--- src/rtl/lsu_ctrl_if.sv ---
// -----------------------------------------------------------------------------
// lsu_ctrl_if
// -----------------------------------------------------------------------------
// Purpose:
//   Bundles every handshake and bus signal of the load/store sequencer into a
//   single interface, so the sequencer and its surroundings connect with one
//   port.
//
// Signal groups:
//   in_*   request channel from the execute stage (valid/ready handshake)
//   mem_*  data-memory bus (request/grant, then response/acknowledge)
//   out_*  completion channel back to the execute stage's load extractor
//
// Modports:
//   master  the sequencer itself: it masters the memory bus, accepts requests
//           and produces completions
//   slave   the surroundings: execute stage plus data memory
//
// Parameters:
//   DATA_LEN  datapath width, 32 or 64
// -----------------------------------------------------------------------------
interface lsu_ctrl_if #(
  parameter int DATA_LEN = 32
);

  // Request channel from the execute stage
  logic                  in_valid;
  logic                  in_ready;
  logic [DATA_LEN-1:0]   in_addr;
  logic [DATA_LEN-1:0]   in_wdata;
  logic                  in_is_load;
  logic                  in_is_store;
  logic [1:0]            in_size;

  // Data-memory bus
  logic                  mem_req;
  logic                  mem_we;
  logic [DATA_LEN-1:0]   mem_addr;
  logic [DATA_LEN-1:0]   mem_wdata;
  logic [DATA_LEN/8-1:0] mem_wstrb;
  logic                  mem_gnt;
  logic                  mem_rvalid;
  logic [DATA_LEN-1:0]   mem_rdata;

  // Completion channel
  logic                  out_valid;
  logic                  out_ready;
  logic [DATA_LEN-1:0]   out_pre_data;
  logic                  out_misalign;

  modport master (
    input  in_valid, in_addr, in_wdata, in_is_load, in_is_store, in_size,
    output in_ready,
    output mem_req, mem_we, mem_addr, mem_wdata, mem_wstrb,
    input  mem_gnt, mem_rvalid, mem_rdata,
    output out_valid, out_pre_data, out_misalign,
    input  out_ready
  );

  modport slave (
    output in_valid, in_addr, in_wdata, in_is_load, in_is_store, in_size,
    input  in_ready,
    input  mem_req, mem_we, mem_addr, mem_wdata, mem_wstrb,
    output mem_gnt, mem_rvalid, mem_rdata,
    input  out_valid, out_pre_data, out_misalign,
    output out_ready
  );

endinterface : lsu_ctrl_if

--- src/rtl/lsu_ctrl.sv ---
// -----------------------------------------------------------------------------
// lsu_ctrl
// -----------------------------------------------------------------------------
// Purpose:
//   Memory-access sequencer sitting directly upstream of the execute stage's
//   load path. It takes one effective address at a time, runs a single
//   request/grant/response transaction on the data-memory bus and returns the
//   loaded word shifted right by the byte offset (raw, not extended) so the
//   load extractor downstream only has to sign- or zero-extend it. Stores get
//   their data shifted into the addressed byte lanes with matching strobes.
//   At most one transaction is ever in flight.
//
// Ports:
//   clk, rst_n  clock (rising edge) and asynchronous active-low reset
//   bus         lsu_ctrl_if.master:
//                 in_*   request from the execute stage
//                 mem_*  data-memory bus
//                 out_*  completion (pre_data / misalign flag)
//
// Parameters:
//   DATA_LEN  datapath width, 32 or 64
//   OFF_W     byte-offset width inside a data word
//
// Build option:
//   LSU_MISALIGN_CHECK_EN  when defined, misaligned half/word/dword requests
//                          never reach the bus; they complete immediately with
//                          out_misalign=1 and out_pre_data=0. When undefined,
//                          out_misalign is tied to 0 and misaligned requests
//                          go to the bus with lanes shifted and truncated.
// -----------------------------------------------------------------------------
module lsu_ctrl #(
  parameter int DATA_LEN = 32,
  parameter int OFF_W    = $clog2(DATA_LEN/8)
) (
  input logic        clk,
  input logic        rst_n,
  lsu_ctrl_if.master bus
);

  localparam int STRB_W = DATA_LEN / 8;

  // IDLE: ready for a request; REQ: mem_req asserted until granted;
  // WAIT: granted, waiting for the response; RESP: completion presented.
  typedef enum logic [1:0] {
    IDLE = 2'd0,
    REQ  = 2'd1,
    WAIT = 2'd2,
    RESP = 2'd3
  } state_t;

  state_t state_q;
  state_t state_d;

  // Request fields captured at accept time
  logic [DATA_LEN-1:0] addr_q;
  logic [DATA_LEN-1:0] wdata_q;
  logic [1:0]          size_q;
  logic                is_store_q;
  logic [DATA_LEN-1:0] pre_data_q;

  logic                accept;
  logic                capture;
  logic                out_hs;
  logic                is_access;
  logic                skip_bus;
  logic [OFF_W-1:0]    off;
  logic [STRB_W-1:0]   base_mask;

  // ---------------------------------------------------------------------------
  // Handshake decodes
  // ---------------------------------------------------------------------------
  // state_q is forced to IDLE while rst_n is low, so the explicit rst_n term
  // is what keeps in_ready low during reset.
  assign accept    = bus.in_valid && rst_n && (state_q == IDLE);
  assign out_hs    = (state_q == RESP) && bus.out_ready;
  // A response arriving together with the grant completes the transaction in
  // the same cycle; otherwise it is only expected in WAIT.
  assign capture   = ((state_q == REQ)  && bus.mem_gnt && bus.mem_rvalid) ||
                     ((state_q == WAIT) && bus.mem_rvalid);
  assign is_access = bus.in_is_load || bus.in_is_store;

`ifdef LSU_MISALIGN_CHECK_EN
  logic in_misalign;
  logic misalign_q;

  always_comb begin
    in_misalign = 1'b0;
    case (bus.in_size)
      2'd1:    in_misalign = bus.in_addr[0];
      2'd2:    in_misalign = (bus.in_addr[1:0] != 2'b00);
      2'd3:    in_misalign = (bus.in_addr[OFF_W-1:0] != '0);
      default: in_misalign = 1'b0;
    endcase
  end

  // Misaligned accesses bypass the bus entirely.
  assign skip_bus = !is_access || in_misalign;
`else
  assign skip_bus = !is_access;
`endif

  // ---------------------------------------------------------------------------
  // State register
  // ---------------------------------------------------------------------------
  // NOTE: sequential state is assigned with <= so every flop samples the
  // pre-edge values of the others, independent of process evaluation order.
  always_ff @(posedge clk or negedge rst_n) begin
    if (!rst_n) begin
      state_q <= IDLE;
    end else begin
      state_q <= state_d;
    end
  end

  // ---------------------------------------------------------------------------
  // Next-state logic
  // ---------------------------------------------------------------------------
  // NOTE: state_d gets its default before the case so every path assigns it
  // and no latch is inferred.
  always_comb begin
    state_d = state_q;
    case (state_q)
      IDLE: begin
        if (accept) begin
          state_d = skip_bus ? RESP : REQ;
        end
      end
      REQ: begin
        if (bus.mem_gnt) begin
          state_d = bus.mem_rvalid ? RESP : WAIT;
        end
      end
      WAIT: begin
        if (bus.mem_rvalid) begin
          state_d = RESP;
        end
      end
      RESP: begin
        if (bus.out_ready) begin
          state_d = IDLE;
        end
      end
      default: state_d = IDLE;
    endcase
  end

  // ---------------------------------------------------------------------------
  // Request capture and response data
  // ---------------------------------------------------------------------------
  // The request fields are captured once at accept and are what keeps the bus
  // outputs stable for as long as the grant is withheld.
  always_ff @(posedge clk or negedge rst_n) begin
    if (!rst_n) begin
      addr_q     <= '0;
      wdata_q    <= '0;
      size_q     <= 2'd0;
      is_store_q <= 1'b0;
      pre_data_q <= '0;
    end else begin
      if (accept) begin
        addr_q     <= bus.in_addr;
        wdata_q    <= bus.in_wdata;
        size_q     <= bus.in_size;
        // A request flagged as both load and store is treated as a load.
        is_store_q <= bus.in_is_store && !bus.in_is_load;
        // Cleared here so that skipped requests (no access, misaligned)
        // complete with zero data.
        pre_data_q <= '0;
      end else if (capture) begin
        // Stores report zero; loads return the addressed bytes right-aligned.
        pre_data_q <= is_store_q ? '0 : (bus.mem_rdata >> {off, 3'b000});
      end
    end
  end

`ifdef LSU_MISALIGN_CHECK_EN
  // Set only through accept, so it stays high for the whole RESP phase and
  // drops with the completion handshake.
  always_ff @(posedge clk or negedge rst_n) begin
    if (!rst_n) begin
      misalign_q <= 1'b0;
    end else if (accept) begin
      misalign_q <= in_misalign;
    end else if (out_hs) begin
      misalign_q <= 1'b0;
    end
  end

  assign bus.out_misalign = misalign_q;
`else
  assign bus.out_misalign = 1'b0;
`endif

  // ---------------------------------------------------------------------------
  // Store lane steering
  // ---------------------------------------------------------------------------
  assign off = addr_q[OFF_W-1:0];

  // For a 32-bit datapath the dword mask truncates to the full strobe width;
  // dword is not a legal size there.
  always_comb begin
    base_mask = '0;
    case (size_q)
      2'd0:    base_mask = STRB_W'(8'h01);
      2'd1:    base_mask = STRB_W'(8'h03);
      2'd2:    base_mask = STRB_W'(8'h0F);
      default: base_mask = STRB_W'(8'hFF);
    endcase
  end

  // ---------------------------------------------------------------------------
  // Outputs
  // ---------------------------------------------------------------------------
  // Bus outputs are driven only while a request is pending so that an idle
  // bus shows all zeros. Shifting left drops any lanes pushed past the top of
  // the word (misaligned accesses in the unchecked build).
  assign bus.in_ready     = rst_n && (state_q == IDLE);
  assign bus.mem_req      = (state_q == REQ);
  assign bus.mem_we       = (state_q == REQ) && is_store_q;
  assign bus.mem_addr     = (state_q == REQ) ? {addr_q[DATA_LEN-1:OFF_W], {OFF_W{1'b0}}} : '0;
  assign bus.mem_wdata    = (state_q == REQ && is_store_q) ? (wdata_q << {off, 3'b000}) : '0;
  assign bus.mem_wstrb    = (state_q == REQ && is_store_q) ? (base_mask << off) : '0;
  assign bus.out_valid    = (state_q == RESP);
  assign bus.out_pre_data = pre_data_q;

endmodule : lsu_ctrl
--- src/flat_wrapper.sv ---
// flat-port wrapper written by rule: the top's interface ports become plain ports
module lsu_ctrl_flat 
#(
  parameter int DATA_LEN = 32,
  parameter int OFF_W    = $clog2(DATA_LEN/8)
)
  (clk, rst_n, bus_in_valid, bus_in_addr, bus_in_wdata, bus_in_is_load, bus_in_is_store, bus_in_size, bus_in_ready, bus_mem_req, bus_mem_we, bus_mem_addr, bus_mem_wdata, bus_mem_wstrb, bus_mem_gnt, bus_mem_rvalid, bus_mem_rdata, bus_out_valid, bus_out_pre_data, bus_out_misalign, bus_out_ready);
  lsu_ctrl_if #(.DATA_LEN(DATA_LEN)) bus_i ();
  input logic clk;
  input logic rst_n;
  input wire logic [$bits(bus_i.in_valid)-1:0] bus_in_valid;
  input wire logic [$bits(bus_i.in_addr)-1:0] bus_in_addr;
  input wire logic [$bits(bus_i.in_wdata)-1:0] bus_in_wdata;
  input wire logic [$bits(bus_i.in_is_load)-1:0] bus_in_is_load;
  input wire logic [$bits(bus_i.in_is_store)-1:0] bus_in_is_store;
  input wire logic [$bits(bus_i.in_size)-1:0] bus_in_size;
  output wire logic [$bits(bus_i.in_ready)-1:0] bus_in_ready;
  output wire logic [$bits(bus_i.mem_req)-1:0] bus_mem_req;
  output wire logic [$bits(bus_i.mem_we)-1:0] bus_mem_we;
  output wire logic [$bits(bus_i.mem_addr)-1:0] bus_mem_addr;
  output wire logic [$bits(bus_i.mem_wdata)-1:0] bus_mem_wdata;
  output wire logic [$bits(bus_i.mem_wstrb)-1:0] bus_mem_wstrb;
  input wire logic [$bits(bus_i.mem_gnt)-1:0] bus_mem_gnt;
  input wire logic [$bits(bus_i.mem_rvalid)-1:0] bus_mem_rvalid;
  input wire logic [$bits(bus_i.mem_rdata)-1:0] bus_mem_rdata;
  output wire logic [$bits(bus_i.out_valid)-1:0] bus_out_valid;
  output wire logic [$bits(bus_i.out_pre_data)-1:0] bus_out_pre_data;
  output wire logic [$bits(bus_i.out_misalign)-1:0] bus_out_misalign;
  input wire logic [$bits(bus_i.out_ready)-1:0] bus_out_ready;
  assign bus_i.in_valid = bus_in_valid;
  assign bus_i.in_addr = bus_in_addr;
  assign bus_i.in_wdata = bus_in_wdata;
  assign bus_i.in_is_load = bus_in_is_load;
  assign bus_i.in_is_store = bus_in_is_store;
  assign bus_i.in_size = bus_in_size;
  assign bus_in_ready = bus_i.in_ready;
  assign bus_mem_req = bus_i.mem_req;
  assign bus_mem_we = bus_i.mem_we;
  assign bus_mem_addr = bus_i.mem_addr;
  assign bus_mem_wdata = bus_i.mem_wdata;
  assign bus_mem_wstrb = bus_i.mem_wstrb;
  assign bus_i.mem_gnt = bus_mem_gnt;
  assign bus_i.mem_rvalid = bus_mem_rvalid;
  assign bus_i.mem_rdata = bus_mem_rdata;
  assign bus_out_valid = bus_i.out_valid;
  assign bus_out_pre_data = bus_i.out_pre_data;
  assign bus_out_misalign = bus_i.out_misalign;
  assign bus_i.out_ready = bus_out_ready;
  lsu_ctrl #(.DATA_LEN(DATA_LEN), .OFF_W(OFF_W)) u_core (.clk(clk), .rst_n(rst_n), .bus(bus_i));
endmodule
--- config.mk ---
export PLATFORM = sky130hd
export DESIGN_NAME = lsu_ctrl_flat
export DESIGN_NICKNAME = d
export VERILOG_FILES = /design/src/rtl/lsu_ctrl_if.sv /design/src/rtl/lsu_ctrl.sv /design/src/flat_wrapper.sv
export SDC_FILE = /design/constraint.sdc
export NUM_CORES = 1
export LEC_CHECK = 0
export BUFFER_PORTS_ARGS = -buffer_cell sky130_fd_sc_hd__buf_4
export CAP_MARGIN = 20
export CELL_PAD_IN_SITES_DETAIL_PLACEMENT = 1
export CELL_PAD_IN_SITES_GLOBAL_PLACEMENT = 1
export CORE_ASPECT_RATIO = 1.4
export CORE_MARGIN = 10
export CORE_UTILIZATION = 35
export CTS_CLUSTER_DIAMETER = 40
export DETAILED_ROUTE_END_ITERATION = 6
export HOLD_SLACK_MARGIN = 0.05
export PLACE_DENSITY_LB_ADDON = 0.1
export SETUP_SLACK_MARGIN = 0.05
export SLEW_MARGIN = 20
export SYNTH_ARGS = -nofsm -noshare
export SYNTH_HDL_FRONTEND = slang
export SYNTH_SLANG_ARGS = --single-unit
--- constraint.sdc ---
create_clock -name clk -period 2.45 [get_ports clk]
set_clock_uncertainty 0.15 [all_clocks]
set_input_delay 0.49 -clock clk [delete_from_list [all_inputs] [get_ports clk]]
set_output_delay 0.49 -clock clk [all_outputs]
set_load 0.01 [all_outputs]
-- Yosys cells after proc, flatten, opt, wreduce, memory -nomap -nowiden
Index checks and enable logic that the tools add are counted.
- register bits after elaboration: 101
- bits in read-only memories: 0
- memory bits (writable): 0
- input port bits: 106
- output and inout bits: 105
- latch bits: 0
- logic and storage cells: 46
- memories kept: 0
- order comparisons: 0
- bitwise operators: 0
- eq/ne operators: 8
- shifts and indexed selects: 3
- mux-type cells: 14
- add/sub/neg operators: 0
- multiply operators: 0
- reduce and logical (&&, ||, !) cells: 15
- div/mod/pow operators: 0
- operator list (operator ; number):
    $mux 32 ; 5
    $shl 32x5->32 ; 1
    $shr 32x5->32 ; 1
    $mux 2 ; 5
    $logic_and 1x1->1 ; 8
    $pmux 2 s4 ; 1
    $pmux 4 s2 ; 1
    $ne 2x1->1 const B ; 3
    $eq 2x1->1 const B ; 2
    $eq 2x2->1 const B ; 2
    $logic_not 2->1 ; 2
    $mux 4 ; 1
    $reduce_and 4->1 ; 1
    $shl 4x2->4 ; 1
    $logic_or 1x1->1 ; 2
    $ne 2x2->1 const B ; 1
    $reduce_bool 2->1 ; 1
    $logic_not 1->1 ; 1
    $mux 1 ; 1

-- Longest topological paths before layout
- depth after elaboration: 6
- depth in mapped cells: 8
- mapped depth without buffers: 6

-- Least setup slack after synthesis
Ideal clock, no wire load.
- kind: register to output
- start point: register u_core.state_q[1]
- end point: output port bus_mem_wdata[0]
- slack: 147 ps
- arrival: 1663 ps
- cell stages (with the launch flop): 8
- path buffers: 1
- cell sequence: dfrtp_1 inv_1 ha_1 nand2_1 or2_2 buf_2 nor2_4 and2_1
- word-level cells in the longest chain between the ends: 3
- RTL lines (item ; RTL line ; RTL):
    start: declaration ; lsu_ctrl.sv:51 ; state_t state_q;
    start signal: assignment ; lsu_ctrl.sv:111 ; state_q <= state_d;
    $eq 2x1->1 ; n/a ;
    net bus_mem_req ; flat_wrapper.sv:18 ; output wire logic [$bits(bus_i.mem_req)-1:0] bus_mem_req;
    $logic_and 1x1->1 ; lsu_ctrl.sv:221 ; assign bus.mem_wdata = (state_q == REQ && is_store_q) ? (wdata_q << {off, 3'b000}) : '0;
    $mux 32 ; lsu_ctrl.sv:221 ;
    end: declaration ; flat_wrapper.sv:21 ; output wire logic [$bits(bus_i.mem_wdata)-1:0] bus_mem_wdata;
The timed path passes the listed nets, and every way through them passes these cells.

-- Final worst setup path
- start point: register u_core.state_q[1]
- end point: output port bus_mem_wdata[4]
- word-level cells in the longest chain between the ends: 3
- RTL lines (item ; RTL line):
    $eq 2x1->1 ; lsu_ctrl.sv:221
    $logic_and 1x1->1 ; lsu_ctrl.sv:221
    $mux 32 ; lsu_ctrl.sv:221
No other way between the ends.

==> impl_metrics.toml <==
[floorplan]
dieArea_um2 = 20600
die_h_um = 166
die_w_um = 124
initial_core_util_pct = 35.4
io_pins = 211
row_count = 53
coreArea_um2 = 15000

[run_status]
status = "completed"

[worst_setup_path]
cp_slowest_cell = "dfrtp_1"
critPathMaxStageDelay_ps = 390
critPathMaxFanout = 6
regToRegSetupSlack_ps = 280
crit_path_frequent_cell = "buf_6"
worst-setup-path-type = "reg2out"
cp_cell_sequence = "inv_2 > ha_4 > nand2_4 > or2_4 > nor2_4 > buf_6 > and2_4 > buf_6"
r2r-end = "u_core.is_store_q"
worstPathRequired_ps = 1810
cp.arrival_ps = 1770
critical-path-top-delay-family = "simple AND/OR/NAND/NOR gates"
end_kind = "output pin"
r2r-start = "u_core.state_q[1]"
timing.critical_path.from_type = "register"
r2r_cells = 8
path_buf_inv = 3

[global_routing]
grt_pass1_wl_mm = 31.6
grt_pass1_vias = 5657
grt.total_usage_pct = 19.3
antenna_found_initial = 0
grt_max_degree = 67
grt_overflow = 0

[logic_synthesis]
synth.avg_cell_area_um2 = 8.54
synth-seq-cells = 101
synth_cells = 622
syn_area_um2 = 5310
yosysTopAreaCell = "dfrtp_1"
synth.area.mux_share_pct = 6.22
ys_seq_area_share_pct = 47.6
synth_commonest_cells = "nand2_1 (224), dfrtp_1 (101), and2_1 (40)"
synth_fa_ha_area_share_pct = 1.18
synth-warning-count = 0
synthFlopType = "dfrtp_1"
yosys.area.top_type_share_pct = 47.6
synth_top_family_by_area = "simple AND/OR/NAND/NOR gates"
yosys.area_share.simple_pct = 28.0
async_flop_share_pct = 100
synth_compound_area_share_pct = 11.9
synth-xor-area-share_pct = 0
synth_most_common_cell = "nand2_1"
synth_area_leaders = "dfrtp_1 (48%), nand2_1 (16%), mux2i_1 (6.2%), and2_1 (4.7%), a211oi_1 (3.8%)"
synthDistinctLibCells = 32
synth-edff-count = 0

[final_layout]
diodes = 0
drive_gt1_share_pct = 32.7
fin_util_pct = 49.9
fillers = 1817
area_growth_pct = 40.8
fin_nets = 932

[sta]
finalSetupViolations = 0
max_freq_mhz = 415
rsz0062_at_grt = "true"
finalCriticalPeriod_ps = 2410
slew_viol_final = 0
timing.hold.ws_ps = 180
max_slew_margin_pct = 40.4
fin_crit_sh_pct = 98.3
finalHoldViolations = 0
finalWorstSetupSlack_ps = 41.4
tightest_slew_ps = 894

[min_path]
whs_path_depth = 3
hp-class = "in2reg"
holdCritStartpoint = "bus_in_wdata[11]"
min_to = "u_core.wdata_q[11]"

[clock_network]
cts_sinks = 101
htreeDepth = 3
cts_tree = "yes"
clockBufferDepth = 2
cts-buffers-inserted = 9
clk_latency_ps = 340
path_clk_slew_ps = 80
cts-root-buf = "clkbuf_16"

[power_and_ir_drop]
p_per_area_nw_per_um2 = 1120
irDropWorstVdd_mv = 0.473
power.total_uw = 8400
leakage_uw = 0.00385

[routing]
vias = 5054
ant_nets = 0
drtPass1Iterations = 4
via_per_inst = 4.96
drt_iter0_drc = 226
avgRoutedWirePerCell_um = 19.6
drt-total-wl_mm = 20.0
drcViolationCount = 0

[place]
io_buffers = 207
gp_congestion = 0.884
hpwl_mm = 15.3
dp_slack_ps = 170

[job]
drv_cap = 0
-- per-layer routing --
metal  vias up  GRT usage [%]  share of wire (%)  wire length, µm
li1       2436              -                  -                -
met2       143           33.8                 52            10500
met4         0           4.32                1.1              227
met5         -              0                  0                0
met1      2462           22.3                 39             7860
met3        13           5.55                7.0             1400
-- state kept, by name (all words and copies together) (netlist names) --
signal and flops:
u_core.addr_q 32, u_core.size_q 2, u_core.state_q 2, u_core.bus.out_pre_data 32, u_core.is_store_q 1, u_core.wdata_q 32
-- worst max-delay path by stage --
stage,from,endpoint,slack [ps],cells after the start
global placement,u_core.state_q[1],bus_mem_wstrb[1],200,7
CTS,u_core.state_q[1],bus_mem_wdata[4],-10,8
floorplan,u_core.state_q[1],bus_mem_wdata[0],150,7
finish,u_core.state_q[1],bus_mem_wdata[4],40,8
detailed placement,u_core.state_q[1],bus_mem_wstrb[1],170,7
global route,u_core.state_q[0],bus_mem_wdata[7],-40,7
-- cells in the final DEF, fill, tap and decap left out, types with 2 or more instances in the layout --
cell and instances:
a211oi_1 27, a21oi_1 34, a32o_1 16, and2_1 37, and2_4 3, buf_4 228
buf_6 6, clkbuf_16 9, clkinv_2 2, conb_1 3, dfrtp_1 100, ha_1 4
inv_1 3, mux2i_1 33, nand2_1 223, nand2_4 2, nand3_1 8, nor2_1 24
nor2_2 3, nor2_4 2, nor2b_1 19, o21ai_0 11, or3_1 8
-- area by class of cell --
cell class	count	area [µm²]	area share, %
Clock buffer	11	243	3.25
Clock inverter	5	57.6	0.770
Inverter	4	15.0	0.201
Multi-Input combinational cell	469	2580	34.6
Sequential cell	101	2530	33.8
Tap cell	192	240	3.21
Timing Repair Buffer	236	1810	24.2
-- worst reg2reg max path, cell delays in order, from the launching register on --
cell,delay (ps)
dfrtp_1,390
inv_2,90
buf_4,100
buf_4,100
ha_1,300
and3_2,310
buf_4,380
nand3b_1,190
nand2_1,100
-- cell families (layout without fill, tap and decap cells) --
| kind of cell | Yosys count | in the layout |
|---|---|---|
| AOI/OAI and AO/OA | 91 | 91 |
| adders and majority gates | 5 | 5 |
| buffers and inverters | 54 | 256 |
| DFF | 101 | 101 |
| muxes | 33 | 33 |
| other | 1 | 3 |
| and+or+nand+nor | 337 | 337 |
-- per-stage QoR --
step	instances	setup TNS [ps]	area, µm²
3_5_place_dp	993	0	7040
3_3_place_gp	993	0	7040
6_report	1018	0	7480
2_1_floorplan	624	0	5320
4_1_cts	1016	-43.0	7440
5_1_grt	1018	-113	7480
-- where the power goes --
group          leakage, µW  switching [µW]  internal [µW]
clock network     0.000150             638            823
registers          0.00128             523           2400
logic              0.00242            2210           1810
total              0.00385            3380           5030
-- repair_timing --
item | in CTS | in global routing
resized for setup | 15 | 6
buffers inserted | 6 | 2
endpoints found under the hold margin | 13 | 0
pin swaps | 2 | 2
hold buffers | 1 | 0
endpoints found under the setup margin | 27 | 24
(Power assumes the default switching activity.)
